<file path="src/rtl/mux2_arbiter.sv">
// Two-requester round-robin arbiter feeding a one-word registered output slot.
// Optional MUX2_ARBITER_LOCK_EN adds i_lock_a/i_lock_b to pin the grant to one side.
module mux2_arbiter #(
  parameter int WIDTH = 8
) (
  input  logic             i_clk,
  input  logic             i_rst_n,
  input  logic [WIDTH-1:0] i_a_data,
  input  logic             i_a_valid,
  output logic             o_a_ready,
  input  logic [WIDTH-1:0] i_b_data,
  input  logic             i_b_valid,
  output logic             o_b_ready,
`ifdef MUX2_ARBITER_LOCK_EN
  input  logic             i_lock_a,
  input  logic             i_lock_b,
`endif
  output logic [WIDTH-1:0] o_y_data,
  output logic             o_y_valid,
  input  logic             i_y_ready,
  output logic             o_sel
);

  typedef enum logic {S_EMPTY = 1'b0, S_FULL = 1'b1} state_t;

  state_t           r_state;
  state_t           w_state_nxt;
  logic [WIDTH-1:0] r_y_data;
  logic             r_sel;
  logic             r_last;
  logic             w_slot_free;
  logic             w_a_req;
  logic             w_b_req;
  logic             w_gnt_vld;
  logic             w_gnt_side;

`ifdef MUX2_ARBITER_LOCK_EN
  logic r_locked;
  logic r_lock_side;
`endif

  always_comb begin
    w_a_req = i_a_valid;
    w_b_req = i_b_valid;
`ifdef MUX2_ARBITER_LOCK_EN
    // A lock masks the other side even while the owner is idle.
    if (r_locked) begin
      if (r_lock_side) w_a_req = 1'b0;
      else             w_b_req = 1'b0;
    end
`endif
    w_slot_free = (r_state == S_EMPTY) || i_y_ready;
    w_gnt_vld   = 1'b0;
    w_gnt_side  = 1'b0;
    if (i_rst_n && w_slot_free) begin
      if (w_a_req && w_b_req) begin
        w_gnt_vld  = 1'b1;
        w_gnt_side = ~r_last;
      end else if (w_a_req) begin
        w_gnt_vld  = 1'b1;
        w_gnt_side = 1'b0;
      end else if (w_b_req) begin
        w_gnt_vld  = 1'b1;
        w_gnt_side = 1'b1;
      end
    end
  end

  always_comb begin
    w_state_nxt = r_state;
    if (w_gnt_vld) w_state_nxt = S_FULL;
    else if (r_state == S_FULL && i_y_ready) w_state_nxt = S_EMPTY;
  end

  always_ff @(posedge i_clk or negedge i_rst_n) begin
    if (!i_rst_n) r_state <= S_EMPTY;
    else          r_state <= w_state_nxt;
  end

  always_ff @(posedge i_clk or negedge i_rst_n) begin
    if (!i_rst_n) begin
      r_y_data <= '0;
      r_sel    <= 1'b0;
      r_last   <= 1'b1;
    end else if (w_gnt_vld) begin
      r_y_data <= w_gnt_side ? i_b_data : i_a_data;
      r_sel    <= w_gnt_side;
      r_last   <= w_gnt_side;
    end
  end

`ifdef MUX2_ARBITER_LOCK_EN
  always_ff @(posedge i_clk or negedge i_rst_n) begin
    if (!i_rst_n) begin
      r_locked    <= 1'b0;
      r_lock_side <= 1'b0;
    end else if (w_gnt_vld) begin
      r_locked    <= w_gnt_side ? i_lock_b : i_lock_a;
      r_lock_side <= w_gnt_side;
    end
  end
`endif

  assign o_a_ready = w_gnt_vld & ~w_gnt_side;
  assign o_b_ready = w_gnt_vld &  w_gnt_side;
  assign o_sel     = w_gnt_vld ? w_gnt_side : r_sel;
  assign o_y_valid = (r_state == S_FULL);
  assign o_y_data  = r_y_data;

endmodule
</file>
<file path="config.mk">
export PLATFORM = sky130hd
export DESIGN_NAME = mux2_arbiter
export DESIGN_NICKNAME = d
export VERILOG_FILES = /design/src/rtl/mux2_arbiter.sv
export SDC_FILE = /design/constraint.sdc
export NUM_CORES = 1
export LEC_CHECK = 0
export BUFFER_PORTS_ARGS = -buffer_cell sky130_fd_sc_hd__buf_2
export CAP_MARGIN = 20
export CORE_UTILIZATION = 42
export CTS_BUF_LIST = sky130_fd_sc_hd__clkbuf_4 sky130_fd_sc_hd__clkbuf_8
export CTS_CLUSTER_SIZE = 8
export DETAILED_ROUTE_END_ITERATION = 8
export PLACE_DENSITY = 0.77
export SKIP_CTS_REPAIR_TIMING = 1
export SYNTH_ARGS = -nofsm -noshare
export SYNTH_HDL_FRONTEND = slang
export SYNTH_SLANG_ARGS = --single-unit
export TNS_END_PERCENT = 50
</file>
<file path="constraint.sdc">
create_clock -name i_clk -period 1.3 [get_ports i_clk]
set_clock_uncertainty 0.2 [all_clocks]
set_input_delay 0.26 -clock i_clk [delete_from_list [all_inputs] [get_ports i_clk]]
set_output_delay 0.26 -clock i_clk [all_outputs]
set_load 0.005 [all_outputs]
</file>
==> results of run 1 <==
[sequential cells by signal, summed over array words and instances, names as in the netlist]
signal     count
r_last         1
r_sel          1
o_y_data       8
o_y_valid      1
[cell families after synthesis]
| group | Yosys count | synth area share, % |
|---|---|---|
| AOI/OAI and AO/OA | 28 | 41.65 |
| buffers and inverters | 7 | 9.568 |
| DFF | 11 | 41.46 |
| and+or+nand+nor | 6 | 7.318 |
[through the flow]
step                      TNS [ns]  hold slack [ns]  total power, mW  util (%)  cell area, µm²
after CTS                   -2.737          -0.2626            1.042     59.16           880.8
after global routing        -4.426          0.05210            1.130     63.28           942.2
after global placement      -1.673          0.02766           0.7726     57.14           850.8
final                       -3.501          0.04398            1.079     63.28           942.2
after detailed placement    -2.144          0.02449           0.7844     57.14           850.8
after floorplan            -0.2098          -0.2356           0.6603         -           688.2
[per-layer routing]
metal | global-route usage, % | wire, µm | vias to the layer above
li1 | - | - | 293
met4 | 10.97 | 29 | 0
met1 | 25.42 | 712 | 303
met3 | 5.652 | 85 | 4
met2 | 33.75 | 875 | 18
met5 | 0 | 0 | -
[tightest hold or removal path: stages]
cell and delay, ns:
buf_2 0.08, a31oi_1 0.04, o2bb2ai_2 0.10
[worst paths after layout]
kind | end | slack [ns] | depth (start not counted)
max | o_sel | -0.49 | 4
min in group asynchronous | r_sel | 0.31 | 3
max reg2reg | o_y_data[0] | -0.18 | 5
min reg2reg | r_sel | 0.28 | 1
min | o_y_data[0] | 0.04 | 3
max in group asynchronous | o_y_data[7] | 0.28 | 3
[cells in the final DEF, fill, tap and decap left out, drive strengths merged]
cell type,Yosys,layout
a21bo,1,1
a21boi,1,1
a21o,2,2
a31oi,8,8
and3,1,1
buf,6,42
clkbuf,1,4
dfrtp,10,10
dfstp,1,1
dlygate4sd3,0,1
nand2,1,1
nand2b,1,1
nand3,1,1
nor2,1,1
o2111ai,8,8
o2bb2ai,8,8
or2,1,1
[final cells by class]
type | instances | area, µm²
multi-input cells | 34 | 360.3
fillers | 121 | 546.8
clock buffers | 4 | 30.03
well taps | 16 | 20.02
repair buffers | 43 | 255.2
flip-flops and latches | 11 | 276.5
[cell usage after synthesis, drive strengths merged (2+ instances only)]
cell type / n / area [µm²]
o2bb2ai: 8 / 120.1
o2111ai: 8 / 70.07
a21o: 2 / 16.27
a31oi: 8 / 50.05
buf: 6 / 60.06
dfrtp: 10 / 250.2
[power breakdown]
part | internal (mW) | total, mW | switching (mW) | leakage (nW)
clock network | 0.140 | 0.265 | 0.125 | 0.0184
registers | 0.409 | 0.453 | 0.0444 | 0.134
logic | 0.201 | 0.362 | 0.161 | 0.287
==> impl_metrics.py, run 1 <==
metrics = {
    "sta": {
        "rsz0062_at_grt": "true",
        "final.period_utilization_pct": 137.4,
        "finalMaxSlewViolations": 0,
        "setup_slack_ns": -0.4864,
        "tightest_slew_ns": 0.2657,
        "period_minus_slack_ns": 1.786,
        "hold_viol": 0,
        "worst_slew_margin_rel_pct": 82.29,
        "setup_violations": 12,
        "max_freq_mhz": 559.8,
    },
    "placement": {
        "place_ws_ns": -0.2851,
        "port_buffers": 32,
        "place_hpwl_mm": 1.196,
        "gp_congestion": 0.7437,
        "post-place-cells": 101,
    },
    "logic_synthesis": {
        "ys_seq_area_share_pct": 41.46,
        "syn_avg_cell_area_um2": 12.82,
        "synth_ff_type": "dfrtp_1",
        "netlist_instances": 52,
        "netlist_area_um2": 666.9,
        "synth-edff-count": 0,
        "async_reset_ff_share_pct": 100.0,
        "synth_warnings": 0,
        "ys_seq_elements": 11,
        "synthesis.nets": 73,
        "synth.distinct_cells": 20,
    },
    "status": {
        "violations": "negative setup slack",
        "outcome": "complete, but fails checks",
    },
    "global_route": {
        "grt_max_degree": 26,
        "antenna_found_initial": 0,
        "gr-total-overflow": 0,
        "grt.total_usage_pct": 20.94,
        "grt_pass1_vias": 622,
        "grt_pass1_wl_mm": 2.780,
    },
    "floorplan": {
        "fp.dieArea_um2": 1751,
        "start_util_pct": 44.79,
        "core-area_um2": 1489,
        "die_h_um": 41.85,
        "num_io_pins": 33,
        "fp.dieW_um": 41.85,
        "num_rows": 14,
    },
    "critical_path": {
        "cp_top_family": "flip-flops",
        "slowest_stage": "dfstp_2",
        "rr_startpoint": "r_last",
        "worst-setup-path-type": "reg -> out",
        "crit_chain": "a21boi_4 > and3_4 > a21o_1 > buf_2",
        "cp_data_required_time_ns": 0.84,
        "worstPathArrival_ns": 1.33,
        "start_kind": "flop",
        "crit_start": "r_last",
        "cp_max_fo": 3,
        "path_buf_inv": 1,
        "max_stage_delay_ns": 0.56,
        "endpoint_kind": "output pin",
    },
    "clock_tree": {
        "clock_latency_ns": 0.27,
        "htreeDepth": 1,
        "clkSlewWorstSetupHoldPaths_ns": 0.08,
        "clock-root-buffer": "clkbuf_4",
        "cts_buffer_depth": 2,
        "clock_sink_count": 11,
        "cts_tree": "done",
        "cts_buffers": 3,
    },
    "flow_run": {
        "max-cap-violations": 0,
    },
    "pwr": {
        "power.leakage_nw": 0.4398,
        "p_per_area_nw_per_um2": 1145,
        "peakVddDrop_mv": 0.6545,
    },
    "detailed_routing": {
        "avgViaCountPerCell": 5.722,
        "totalWireLength_mm": 1.702,
        "drt-initial-drc-count": 7,
        "dr_total_vias": 618,
        "drc": 0,
        "wire_per_inst_um": 15.76,
        "ant_nets": 0,
        "firstDrtPassIters": 2,
    },
    "min_path": {
        "hp-start": "i_a_data[0]",
        "hp-class": "in -> reg",
    },
    "finish": {
        "num_antenna_cells": 0,
        "drive_above_1_share_pct": 67.39,
        "syn2layout_area_growth_pct": 41.28,
        "nets": 114,
        "stdcell_count": 108,
    },
}
(Power assumes the default switching activity.)
==> inputs of run 2 (changes only) <==
CORE_UTILIZATION = 50   (was 42)
PLACE_DENSITY = 0.86   (was 0.77)
clock period = 2.2 ns   (was 1.3 ns; I/O delays follow)
==> impl_metrics.py, run 2 (same netlist as run 1, synthesis figures left out) <==
metrics = {
    "status": {
        "outcome": "complete, no violations",
    },
    "global_route": {
        "grt_pass1_wl_mm": 2.497,
        "antenna_found_initial": 0,
        "gr-total-overflow": 0,
        "grtUsageMet3_pct": 5.233,
        "gr-usage-met2_pct": 37.92,
        "grt.busiest_layer": "met2",
        "grt_pass1_vias": 544,
        "grt.total_usage_pct": 25.95,
        "grt_max_degree": 20,
        "use_met1_pct": 36.23,
    },
    "finish": {
        "syn2layout_area_growth_pct": 27.58,
        "drive_above_1_share_pct": 62.35,
        "largest_reg_flops": 8,
        "fillers": 82,
        "nets": 107,
        "final_util_pct": 72.65,
        "mostFrequentLayoutCell": "buf_2",
        "most-common-layout-cells": "buf_2, dfrtp_1, a31oi_1, o2111ai_1, o2bb2ai_2",
        "num_antenna_cells": 0,
    },
    "critical_path": {
        "worstPathArrival_ns": 1.41,
        "cp_max_fo": 9,
        "rr_startpoint": "o_y_valid",
        "rrSetupSlack_ns": 0.71,
        "reg2regPathDepth": 4,
        "rr_endpoint": "o_y_data[1]",
        "start_kind": "flop",
        "cp_data_required_time_ns": 1.56,
        "endpoint_kind": "output pin",
        "worst-setup-path-type": "reg -> out",
    },
    "clock_tree": {
        "clkSlewWorstSetupHoldPaths_ns": 0.07,
        "htreeDepth": 1,
        "cts_buffer_depth": 2,
        "clock_latency_ns": 0.26,
        "clock-root-buffer": "clkbuf_4",
        "cts_tree": "done",
        "clock_sink_count": 11,
        "cts_buffers": 3,
    },
    "detailed_routing": {
        "wire_per_inst_um": 16.15,
        "dr_total_vias": 598,
        "avgViaCountPerCell": 6.040,
        "drt-initial-drc-count": 16,
        "ant_nets": 0,
        "totalWireLength_mm": 1.599,
        "firstDrtPassIters": 4,
        "drc": 0,
    },
    "sta": {
        "setup_violations": 0,
        "finalMaxSlewViolations": 0,
        "worst_slew_margin_rel_pct": 72.77,
        "period_minus_slack_ns": 2.050,
        "tns_ns": 0,
        "hold_viol": 0,
        "max_freq_mhz": 487.7,
        "rsz0062_at_grt": "false",
        "tightest_slew_ns": 0.4085,
        "final.period_utilization_pct": 93.20,
    },
    "placement": {
        "port_buffers": 32,
        "place_hpwl_mm": 1.136,
        "gp_congestion": 0.7290,
    },
    "floorplan": {
        "fp.dieArea_um2": 1484,
        "core-area_um2": 1171,
        "start_util_pct": 56.94,
        "die_h_um": 38.52,
        "num_rows": 12,
        "num_io_pins": 33,
        "fp.dieW_um": 38.52,
    },
    "pwr": {
        "power.leakage_nw": 0.3993,
        "p_per_area_nw_per_um2": 704.1,
        "peakVddDrop_mv": 0.3847,
    },
    "min_path": {
        "hp-class": "in -> async",
    },
    "flow_run": {
        "max-cap-violations": 0,
    },
}
## run 2: cell count changes in the layout (fill, tap and decap cells not counted)
| cell | before | now |
|---|---|---|
| buf_4 | 9 | 3 |
| buf_2 | 31 | 32 |
| a21bo_4 | 1 | 0 |
| o2111ai_4 | 1 | 0 |
| buf_6 | 2 | 0 |
| o2111ai_1 | 7 | 8 |
| nand2b_2 | 1 | 0 |
| nand2b_1 | 0 | 1 |
| a21bo_2 | 0 | 1 |
## run 2: routing by layer
metal,vias up,wire length (µm)
met1,283,694
met5,-,0
met2,31,810
met4,0,8
met3,2,85
li1,282,-
## run 2: worst max-delay path, stage by stage, from the launching register on
cell and delay, ns:
dfstp_2 0.57, a21boi_4 0.10, and3_4 0.20, a21o_1 0.15, buf_2 0.12
## run 2: final cells by class
class | count | area [µm²] | share of cell area [%]
multi-input combinational | 34 | 334.1 | 39.26
sequential | 11 | 276.5 | 32.50
timing repair buffer | 36 | 192.7 | 22.65
clock buffer | 4 | 30.03 | 3.529
tap | 14 | 17.52 | 2.059
## run 2: power by group
part	switching, mW	internal (mW)	leakage [nW]	total (mW)
clock network	0.0670	0.0825	0.0184	0.149
registers	0.0265	0.242	0.134	0.268
logic	0.0859	0.0955	0.247	0.181
## run 2: how the worst max path moves through the flow
stage | startpoint | to | slack (ns) | depth (start not counted)
2_1_floorplan | i_b_valid | o_sel | 0.48 | 3
3_3_place_gp | i_a_valid | o_sel | 0.21 | 5
3_5_place_dp | i_a_valid | o_sel | 0.17 | 5
5_1_grt | r_last | o_sel | 0.09 | 4
4_1_cts | r_last | o_sel | 0.08 | 4
6_report | r_last | o_sel | 0.15 | 4
## run 2: metrics by stage
step                setup WS [ns]  total power [mW]  hold WS, ns  instances  instance area (µm²)
finish                     0.1495            0.5990      0.01203         99                850.8
CTS                       0.07547            0.5996      -0.1822         98                833.3
global route              0.09039            0.6353      0.01542         99                850.8
floorplan                  0.4817            0.3830     -0.05559         52                666.9
global placement           0.2106            0.4400       0.1065         94                803.3
detailed placement         0.1744            0.4479       0.1094         94                803.3
